$ cat src/rtl/lsu_pkg.sv
// Shared encodings, state type and helpers for load_store_unit.
// LSU_MISALIGN_TRAP_EN adds the ERR state used for misaligned-access traps.
package lsu_pkg;

  localparam logic [1:0] SZ_BYTE = 2'b00;
  localparam logic [1:0] SZ_HALF = 2'b01;
  localparam logic [1:0] SZ_WORD = 2'b10;

  localparam int MEM_LAT_MAX = 7;

  typedef enum logic [2:0] {
    IDLE = 3'd0,
    RD   = 3'd1,
    WR   = 3'd2,
    DONE = 3'd3
`ifdef LSU_MISALIGN_TRAP_EN
    ,
    ERR  = 3'd4
`endif
  } lsu_state_t;

  // Size 2'b11 is an alias of word.
  function automatic logic is_word(input logic [1:0] size);
    return (size == SZ_WORD) || (size == 2'b11);
  endfunction

  function automatic logic is_misaligned(input logic [1:0] size, input logic [1:0] off);
    logic mis;
    case (size)
      SZ_BYTE: mis = 1'b0;
      SZ_HALF: mis = off[0];
      default: mis = (off != 2'b00);
    endcase
    return mis;
  endfunction

endpackage

$ cat src/rtl/lsu_align.sv
// Big-endian sub-word lane logic: extract/extend for loads, merge for stores.
// Halfword lane selection uses off[1] only, so odd halfword offsets force-align.
module lsu_align
  import lsu_pkg::*;
(
  input  logic [31:0] word,
  input  logic [1:0]  off,
  input  logic [1:0]  size,
  input  logic        uns,
  input  logic [31:0] wdata,
  output logic [31:0] load_data,
  output logic [31:0] store_data
);

  logic [7:0]  byte_s;
  logic [15:0] half_s;
  logic [4:0]  byte_sh_s;
  logic [4:0]  half_sh_s;
  logic [31:0] byte_mask_s;
  logic [31:0] half_mask_s;

  // Offset 0 is the most significant lane, so masks shift right from the top.
  assign byte_sh_s   = {off, 3'b000};
  assign half_sh_s   = {off[1], 4'b0000};
  assign byte_mask_s = 32'hFF00_0000 >> byte_sh_s;
  assign half_mask_s = 32'hFFFF_0000 >> half_sh_s;

  // Lane select plus extension for loads and lane merge for stores.
  always_comb begin
    load_data  = word;
    store_data = wdata;
    case (off)
      2'd0:    byte_s = word[31:24];
      2'd1:    byte_s = word[23:16];
      2'd2:    byte_s = word[15:8];
      default: byte_s = word[7:0];
    endcase
    if (off[1]) begin
      half_s = word[15:0];
    end else begin
      half_s = word[31:16];
    end
    case (size)
      SZ_BYTE: begin
        load_data  = uns ? {24'h00_0000, byte_s} : {{24{byte_s[7]}}, byte_s};
        store_data = (word & ~byte_mask_s) | ({wdata[7:0], 24'h00_0000} >> byte_sh_s);
      end
      SZ_HALF: begin
        load_data  = uns ? {16'h0000, half_s} : {{16{half_s[15]}}, half_s};
        store_data = (word & ~half_mask_s) | ({wdata[15:0], 16'h0000} >> half_sh_s);
      end
      default: begin
        load_data  = word;
        store_data = wdata;
      end
    endcase
  end

endmodule

$ cat src/rtl/load_store_unit.sv
// MIPS load/store unit: turns byte/half/word accesses into word accesses on data_memory.
// Define LSU_MISALIGN_TRAP_EN to trap misaligned half/word accesses via err instead of force-aligning.
module load_store_unit
  import lsu_pkg::*;
#(
  parameter  int size_ward = 2,
  parameter  int MEM_LAT   = 1,
  localparam int ADDR_W    = $clog2(4 * size_ward)
) (
  input  logic              clk,
  input  logic              rst,
  input  logic              req,
  input  logic              we,
  input  logic [1:0]        size,
  input  logic              uns,
  input  logic [ADDR_W-1:0] addr,
  input  logic [31:0]       wdata,
  output logic [31:0]       rdata,
  output logic              busy,
  output logic              done,
  output logic              err,
  output logic [ADDR_W-1:0] mem_address,
  output logic [31:0]       mem_write_data,
  output logic              mem_memread,
  output logic              mem_memwrite,
  input  logic [31:0]       mem_read_data
);

  localparam int LAT_C = (MEM_LAT < 1) ? 1 : ((MEM_LAT > MEM_LAT_MAX) ? MEM_LAT_MAX : MEM_LAT);
  localparam logic [2:0] LAT_LAST = 3'(LAT_C - 1);

  lsu_state_t        state_r;
  lsu_state_t        state_nxt_s;
  logic [2:0]        cnt_r;
  logic [2:0]        cnt_nxt_s;
  logic              we_r;
  logic              uns_r;
  logic [1:0]        size_r;
  logic [1:0]        off_r;
  logic [31:0]       wdata_r;
  logic              accept_s;
  logic              rd_last_s;
  logic [31:0]       load_data_s;
  logic [31:0]       store_data_s;
  logic [31:0]       rdata_r;
  logic [31:0]       mem_write_data_r;
  logic [ADDR_W-1:0] mem_address_r;
  logic              busy_r;
  logic              done_r;
  logic              mem_memread_r;
  logic              mem_memwrite_r;

  assign accept_s  = (state_r == IDLE) && req;
  assign rd_last_s = (state_r == RD) && (cnt_r == LAT_LAST);

  lsu_align u_align (
    .word       (mem_read_data),
    .off        (off_r),
    .size       (size_r),
    .uns        (uns_r),
    .wdata      (wdata_r),
    .load_data  (load_data_s),
    .store_data (store_data_s)
  );

  // Next-state and latency counter logic.
  always_comb begin
    state_nxt_s = state_r;
    cnt_nxt_s   = cnt_r;
    case (state_r)
      IDLE: begin
        cnt_nxt_s = 3'd0;
        if (req) begin
`ifdef LSU_MISALIGN_TRAP_EN
          if (is_misaligned(size, addr[1:0])) begin
            state_nxt_s = ERR;
          end else if (we && is_word(size)) begin
            state_nxt_s = WR;
          end else begin
            state_nxt_s = RD;
          end
`else
          if (we && is_word(size)) begin
            state_nxt_s = WR;
          end else begin
            state_nxt_s = RD;
          end
`endif
        end else begin
          state_nxt_s = IDLE;
        end
      end
      RD: begin
        if (cnt_r == LAT_LAST) begin
          state_nxt_s = we_r ? WR : DONE;
          cnt_nxt_s   = 3'd0;
        end else begin
          cnt_nxt_s   = cnt_r + 3'd1;
        end
      end
      WR:      state_nxt_s = DONE;
      DONE:    state_nxt_s = IDLE;
`ifdef LSU_MISALIGN_TRAP_EN
      ERR:     state_nxt_s = IDLE;
`endif
      default: state_nxt_s = IDLE;
    endcase
  end

  // State and counter registers.
  always_ff @(posedge clk or posedge rst) begin
    if (rst) begin
      state_r <= IDLE;
      cnt_r   <= 3'd0;
    end else begin
      state_r <= state_nxt_s;
      cnt_r   <= cnt_nxt_s;
    end
  end

  // Control outputs are registered from the next state so they align with state_r.
  always_ff @(posedge clk or posedge rst) begin
    if (rst) begin
      busy_r         <= 1'b0;
      done_r         <= 1'b0;
      mem_memread_r  <= 1'b0;
      mem_memwrite_r <= 1'b0;
    end else begin
      busy_r         <= (state_nxt_s != IDLE);
`ifdef LSU_MISALIGN_TRAP_EN
      done_r         <= (state_nxt_s == DONE) || (state_nxt_s == ERR);
`else
      done_r         <= (state_nxt_s == DONE);
`endif
      mem_memread_r  <= (state_nxt_s == RD);
      mem_memwrite_r <= (state_nxt_s == WR);
    end
  end

  // Request capture, load result and store word registers.
  always_ff @(posedge clk or posedge rst) begin
    if (rst) begin
      we_r             <= 1'b0;
      uns_r            <= 1'b0;
      size_r           <= 2'b00;
      off_r            <= 2'b00;
      wdata_r          <= 32'h0000_0000;
      mem_address_r    <= '0;
      mem_write_data_r <= 32'h0000_0000;
      rdata_r          <= 32'h0000_0000;
    end else begin
      if (accept_s) begin
        we_r          <= we;
        uns_r         <= uns;
        size_r        <= size;
        off_r         <= addr[1:0];
        wdata_r       <= wdata;
        mem_address_r <= {addr[ADDR_W-1:2], 2'b00};
        if (state_nxt_s == WR) begin
          mem_write_data_r <= wdata;
        end
      end
      if (rd_last_s) begin
        if (we_r) begin
          mem_write_data_r <= store_data_s;
        end else begin
          rdata_r <= load_data_s;
        end
      end
    end
  end

`ifdef LSU_MISALIGN_TRAP_EN
  logic err_r;

  // Trap flag, high for the single ERR cycle.
  always_ff @(posedge clk or posedge rst) begin
    if (rst) begin
      err_r <= 1'b0;
    end else begin
      err_r <= (state_nxt_s == ERR);
    end
  end

  assign err = err_r;
`else
  assign err = 1'b0;
`endif

  assign rdata          = rdata_r;
  assign busy           = busy_r;
  assign done           = done_r;
  assign mem_address    = mem_address_r;
  assign mem_write_data = mem_write_data_r;
  assign mem_memread    = mem_memread_r;
  assign mem_memwrite   = mem_memwrite_r;

endmodule

$ cat config.mk
export PLATFORM = sky130hd
export DESIGN_NAME = load_store_unit
export DESIGN_NICKNAME = d
export VERILOG_FILES = /design/src/rtl/lsu_pkg.sv /design/src/rtl/lsu_align.sv /design/src/rtl/load_store_unit.sv
export SDC_FILE = /design/constraint.sdc
export NUM_CORES = 1
export LEC_CHECK = 0
export ABC_AREA = 1
export CAP_MARGIN = 25
export CORE_ASPECT_RATIO = 0.5
export CORE_MARGIN = 3
export CORE_UTILIZATION = 47
export DETAILED_ROUTE_END_ITERATION = 8
export PLACE_DENSITY_LB_ADDON = 0.2
export SLEW_MARGIN = 25
export SYNTH_ARGS = -nofsm -noshare
export SYNTH_HDL_FRONTEND = slang
export SYNTH_SLANG_ARGS = --single-unit
$ cat constraint.sdc
create_clock -name clk -period 3.9 [get_ports clk]
set_input_delay 0.78 -clock clk [delete_from_list [all_inputs] [get_ports clk]]
set_output_delay 0.78 -clock clk [all_outputs]
set_load 0.05 [all_outputs]
==> run metrics, run 1 <==
status finished, final reports clean; fraction of registers with async set/reset 1.00; Inserted Diodes 0; fmax approximately 390 MHz; Reg clk slew, reported paths 60 ps; Max FO, Critical Path 32; most common cell after layout, fill and taps aside nand2_1; area occupied by multi-input gates ~3100 um2; Final Power slightly above 8 mW; switch share 0.479; Core Area approximately 14000 um2; global-route wire length before repair around 33000 um; most frequent cells in the layout 295 x nand2_1, 142 x clkdlybuf4s50_1, 132 x inv_1; die span in x about 180 um; Post-CTS Resized 0; Yosys top cell area share 0.418; synth warn 0; Initial Util 0.489; Yosys reg bits between 100 and 150; Synth Instances approximately 950; Hold Vio Cnt, Final 0; Worst Setup Start Kind flip-flop; final worst path period share 0.652; worst skew pair latency between 400 and 500 ps; total CTS buffers 17; Hold WC Path Type flip-flop to flip-flop; number of port buffers about 140; Critical Path AT 2840 ps; Sink Count about 110; slew margin rel. 0.376; syn avg cell area just over 7 um2; clock skew 12.4 ps; Final Core Density 0.639; H-tree levels 4; GPL Wtd Cong 0.947; Setup Crit Path Kind flip-flop to flip-flop; reg2reg end mem_write_data[18]; Routed WL 21200 um; switching power a little under 4 mW; Vias/cell around 5.3; sequential power share 0.273; largest net degree at the start of global routing between 100 and 150; R2R Setup Slk between 1000 and 1500 ps; Req. time, crit path 4200 ps; antenna violations before repair 0; Residual DRC 0; initial drt markers roughly 670; clock root cell clkbuf_16; grt met1 use 0.403; number of synthesized flops with an enable pin 0; GRT busiest layer met1; Int Pwr between 4 and 5 mW; final non-filler cell total 1268; Post-synth top flop dfrtp_1; synthesized area a little under 7000 um2; CTS tree yes; # setup viols final 0; Critical R2R Launch off_r[1]; Max rail drop VDD about 0.44 mV; DP Area 8200 um2; Worst Reg2Reg Path Length in Cells 6; share of cells above drive strength 1 0.0827; Initial DRT Pass Iterations 5; row cnt 30; DR WL/cell about 17 um; Pwr Density around 920 nW/um2; Clock power frac 0.201; CP Capture Point mem_write_data[18]; RSZ-0062 raised after global routing no; critical path startpoint off_r[1]; setup TNS 0 ps; Yosys cell types 33; critical path capture point type flip-flop; top cells by area, synth dfrtp_1 42%, nand2_1 16%, o211ai_1 7.6%; Syn-to-layout area delta 30.6%; Post CTS Setup Buffer Count 0; DP HPWL roughly 15000 um; register area between 2000 and 3000 um2; die height between 90 and 100 um; buffer depth of the longest clock path 2; CTS hold repair buffers 0; Max Cap Viol 0; die area ~16000 um2; grt met3 use 0.0798; antenna viol nets, final 0; Synth area leader dfrtp_1; design area between 8000 and 9000 um2; Tmin final 2540 ps; via count 6682; Slew @ Worst Pin around 940 ps; total grt overflow 0; number of global-route vias before repair around 6.1k; met2 Resource Use GR 0.370; combinational power share 0.525; post-synthesis sequential area ratio 0.418; fin nets 1139; # fillers roughly 1.2k; Pleak 4.38 nW; dpl cells 1236; IO Pins 146; fin. max-slew vios 0; overall global routing resource usage 0.266
## flip-flops by register name (all words and copies together), names as in the netlist
name / count
mem_memwrite: 1
mem_memread: 1
mem_write_data: 32
busy: 1
state_r: 3
mem_address: 1
rdata: 32
we_r: 1
cnt_r: 3
off_r: 2
uns_r: 1
size_r: 2
done: 1
wdata_r: 32
## area by class of cell
cell class,instances,area share
inverter,136,0.0581
multi-input combinational,645,0.354
sequential,113,0.320
tap,192,0.0272
timing repair buffer,150,0.169
clock buffer,20,0.0529
clock inverter,12,0.0177
## worst min-delay path by stage
stage                      startpoint     endpoint  slack, ps  cells past startpoint
after global routing      wdata_r[26]  wdata_r[26]        510                      2
after floorplan           wdata_r[16]  wdata_r[16]        450                      2
after detailed placement  wdata_r[25]  wdata_r[25]        470                      2
after global placement    wdata_r[17]  wdata_r[17]        470                      2
after CTS                 wdata_r[25]  wdata_r[25]        490                      2
final                        rdata[0]     rdata[0]        490                      2
## critical path, stage by stage, from the launching register on
cell and delay, ps:
dfrtp_1 480, inv_1 710, nand2_1 610, o211ai_1 370, nand3_1 120, nand2_1 90
nand2_1 50
## kinds of logic after synthesis
logic type,synth area share
and+or+nand+nor,0.285
buffers and inverters,0.122
AOI/OAI and AO/OA,0.164
DFF,0.418
muxes,0.00666
adders and majority gates,0.00370
other,0.000555
## cells in the mapped netlist, types with 4 or more instances
library cell,instances
clkbuf_1,22
nand3_1,58
or2_1,6
a21oi_1,36
buf_6,6
o21ai_0,71
nand2_1,296
dfrtp_1,113
mux2_2,4
o211ai_1,68
or2_2,24
nor2_2,5
buf_4,7
buf_2,22
nor2_1,48
inv_1,133
## power groups by stage
stage,logic [mW],registers (mW),clock network [mW]
6_report,4.26,2.22,1.63
5_1_grt,4.62,2.28,1.71
4_1_cts,4.26,2.20,1.65
3_5_place_dp,4.24,2.21,0
3_3_place_gp,4.18,2.21,0
2_1_floorplan,1.83,3.32,0
## per-layer routing
metal | wire length (um) | part of all wire
met1 | 9710 | 0.46
met2 | 8790 | 0.41
met3 | 2480 | 0.12
met4 | 204 | 0.0096
met5 | 0 | 0
## through the flow
step           hold slack (ps)  setup slack [ps]
2_1_floorplan              453               133
3_3_place_gp               470              1370
3_5_place_dp               474              1290
4_1_cts                    488              1410
5_1_grt                    515              1040
6_report                   487              1360
No activity file was read; power rests on OpenSTA's default activity.
==> inputs of run 2 (changes only) <==
Clock period 3.9 ns to 2.2 ns, I/O delays scaled along.
==> run 2 against run 1 <==
Highest routed layer unchanged. Worst setup slack got worse by 1200 ps. Combinational power rose by 83%. Critical path depth shrank 5. First-iteration DRC count up 5.1%. Clock power is 69% higher.
==> run metrics, run 2 (synthesis gave the netlist of run 1 again) <==
Hold Vio Cnt, Final 0 (unchanged); most frequent cells in the layout 295 x nand2_1, 142 x clkdlybuf4s50_1, 132 x inv_1 (unchanged); Critical Path AT 1620 ps (was 2840 ps); setup TNS 0 ps (unchanged); final worst path period share 0.935; Clock power frac 0.192 (was 0.201); Reg clk slew, reported paths 60 ps (about the same); slew margin rel. 0.646 (was 0.376); largest net degree at the start of global routing 75 (was 114); row cnt 30 (unchanged); initial drt markers 706 (was 672); CP Capture Point rdata[2] (was mem_write_data[18]); dpl cells 1256 (was 1236); Inserted Diodes 0 (unchanged); R2R Setup Slk 280 ps (was 1360 ps); Setup Crit Path Kind flip-flop to output port (was flip-flop to flip-flop); CP Cell Sequence clkdlybuf4s50_1 (was inv_1 > nand2_1 > o211ai_1 > nand3_1 > nand2_1 > nand2_1); clock skew 9.17 ps (was 12.4 ps); die area 15900 um2 (unchanged); sequential power share 0.266 (was 0.273); share of cells above drive strength 1 0.0985 (was 0.0827); IO Pins 146 (unchanged); status finished, final reports clean (unchanged); CTS hold repair buffers 0 (unchanged); clock root cell clkbuf_16 (unchanged); antenna violations before repair 0 (unchanged); switch share 0.481 (was 0.479); reg2reg end mem_write_data[31] (was mem_write_data[18]); Max Cap Viol 0 (unchanged); Int Pwr 7.47 mW (was 4.22 mW); H-tree levels 4 (unchanged); Routed WL 21600 um (was 21200 um); Residual DRC 0 (unchanged); global-route wire length before repair 34900 um (was 33300 um); worst skew pair latency 410 ps (was 420 ps); RSZ-0062 raised after global routing no (unchanged); final hold slack 416 ps (was 487 ps); Vias/cell 5.24 (was 5.27); DR WL/cell 16.8 um (was 16.7 um); design area 8990 um2 (was 8830 um2); Pleak 4.48 nW (was 4.38 nW); most common cell after layout, fill and taps aside nand2_1 (unchanged); Slew @ Worst Pin 530 ps (was 936 ps); number of global-route vias before repair 6483 (was 6087); WP buf/inv 1 (unchanged); buffer depth of the longest clock path 2 (unchanged); Worst Reg2Reg Path Length in Cells 8 (was 6); Final Power 14.4 mW (was 8.11 mW); antenna viol nets, final 0 (unchanged); CTS tree yes (unchanged); Max rail drop VDD 0.758 mV (was 0.436 mV); Hold WC Path Type primary input to asynchronous set/reset pin (was flip-flop to flip-flop); total CTS buffers 17 (unchanged); Setup WS pre-CTS 145 ps (was 1290 ps); Worst Setup Start Kind flip-flop (unchanged); Critical R2R Launch off_r[1] (unchanged); combinational power share 0.542 (was 0.525); DP HPWL 15900 um (was 14900 um); # setup viols final 0 (unchanged); overall global routing resource usage 0.277 (was 0.266); DP Area 8400 um2 (was 8200 um2); Syn-to-layout area delta 33.1% (was 30.6%); CP Depth 1 (was 6); Sink Count 113 (unchanged); Pwr Density 1600 nW/um2 (was 919 nW/um2); critical path's top delay family buffers and inverters (was simple AND/OR/NAND/NOR gates); fin. max-slew vios 0 (unchanged); via count 6753 (was 6682); Core Area 13800 um2 (unchanged); Post-CTS Resized 0 (unchanged); CP max-delay cell clkdlybuf4s50_1 (was inv_1); critical path startpoint rdata[2] (was off_r[1]); Max FO, Critical Path 2 (was 32); number of port buffers 142 (unchanged); Req. time, crit path 1760 ps (was 4200 ps); fmax between 400 and 500 MHz; Crit path largest cell delay 820 ps (was 710 ps); critical path capture point type output port (was flip-flop); Post CTS Setup Buffer Count 0 (unchanged); die height 90.8 um (unchanged); fin nets 1159 (was 1139); GPL Wtd Cong 0.964 (was 0.947); Final Core Density 0.651 (was 0.639); Initial DRT Pass Iterations 8 (was 5); final non-filler cell total 1288 (was 1268); total grt overflow 0 (unchanged); die span in x 176 um (unchanged); Tmin final ~2100 ps; switching power 6.92 mW (was 3.89 mW); Setup WS post-layout 144 ps (was 1360 ps); Initial Util 0.489 (unchanged)
[run 2: cell count changes in the layout (fill, tap and decap cells not counted)]
cell	delta
buf_4	+16
buf_12	+4
clkinvlp_4	+2
bufinv_16	-1
clkbuf_1	+1
clkbuf_8	-1
inv_4	-1
[run 2: worst min path at each step]
| stage | end | slack (ps) | cells past startpoint | start |
|---|---|---|---|---|
| floorplan | wdata_r[16] | 450 | 2 | wdata_r[16] |
| global placement | wdata_r[17] | 470 | 2 | wdata_r[17] |
| detailed placement | rdata[0] | 480 | 2 | rdata[0] |
| CTS | mem_write_data[23] | 420 | 2 | rst |
| global route | wdata_r[22] | 460 | 2 | rst |
| finish | wdata_r[4] | 420 | 2 | rst |
[run 2: area by class of cell]
| class | instances | area (um2) |
|---|---|---|
| fill | 1285 | 4820 |
| clock buffer | 20 | 457 |
| multi-input combinational | 645 | 3130 |
| timing repair buffer | 170 | 1690 |
| clock inverter | 12 | 134 |
| tap | 192 | 240 |
| sequential | 113 | 2830 |
| inverter | 136 | 514 |
[run 2: power groups by stage]
stage | clock network [mW] | registers [mW] | logic, mW
CTS | 2.78 | 3.81 | 7.79
floorplan | 0 | 5.88 | 3.24
detailed placement | 0 | 3.82 | 7.75
finish | 2.76 | 3.83 | 7.80
global route | 2.88 | 3.95 | 8.45
global placement | 0 | 3.81 | 7.68
[run 2: layer usage]
metal / wire [um] / share of wire / track usage
met1: 10100 / 0.47 / 0.419
met2: 8960 / 0.42 / 0.391
met3: 2310 / 0.11 / 0.0819
met4: 165 / 0.0076 / 0.0533
met5: 0 / 0 / 0
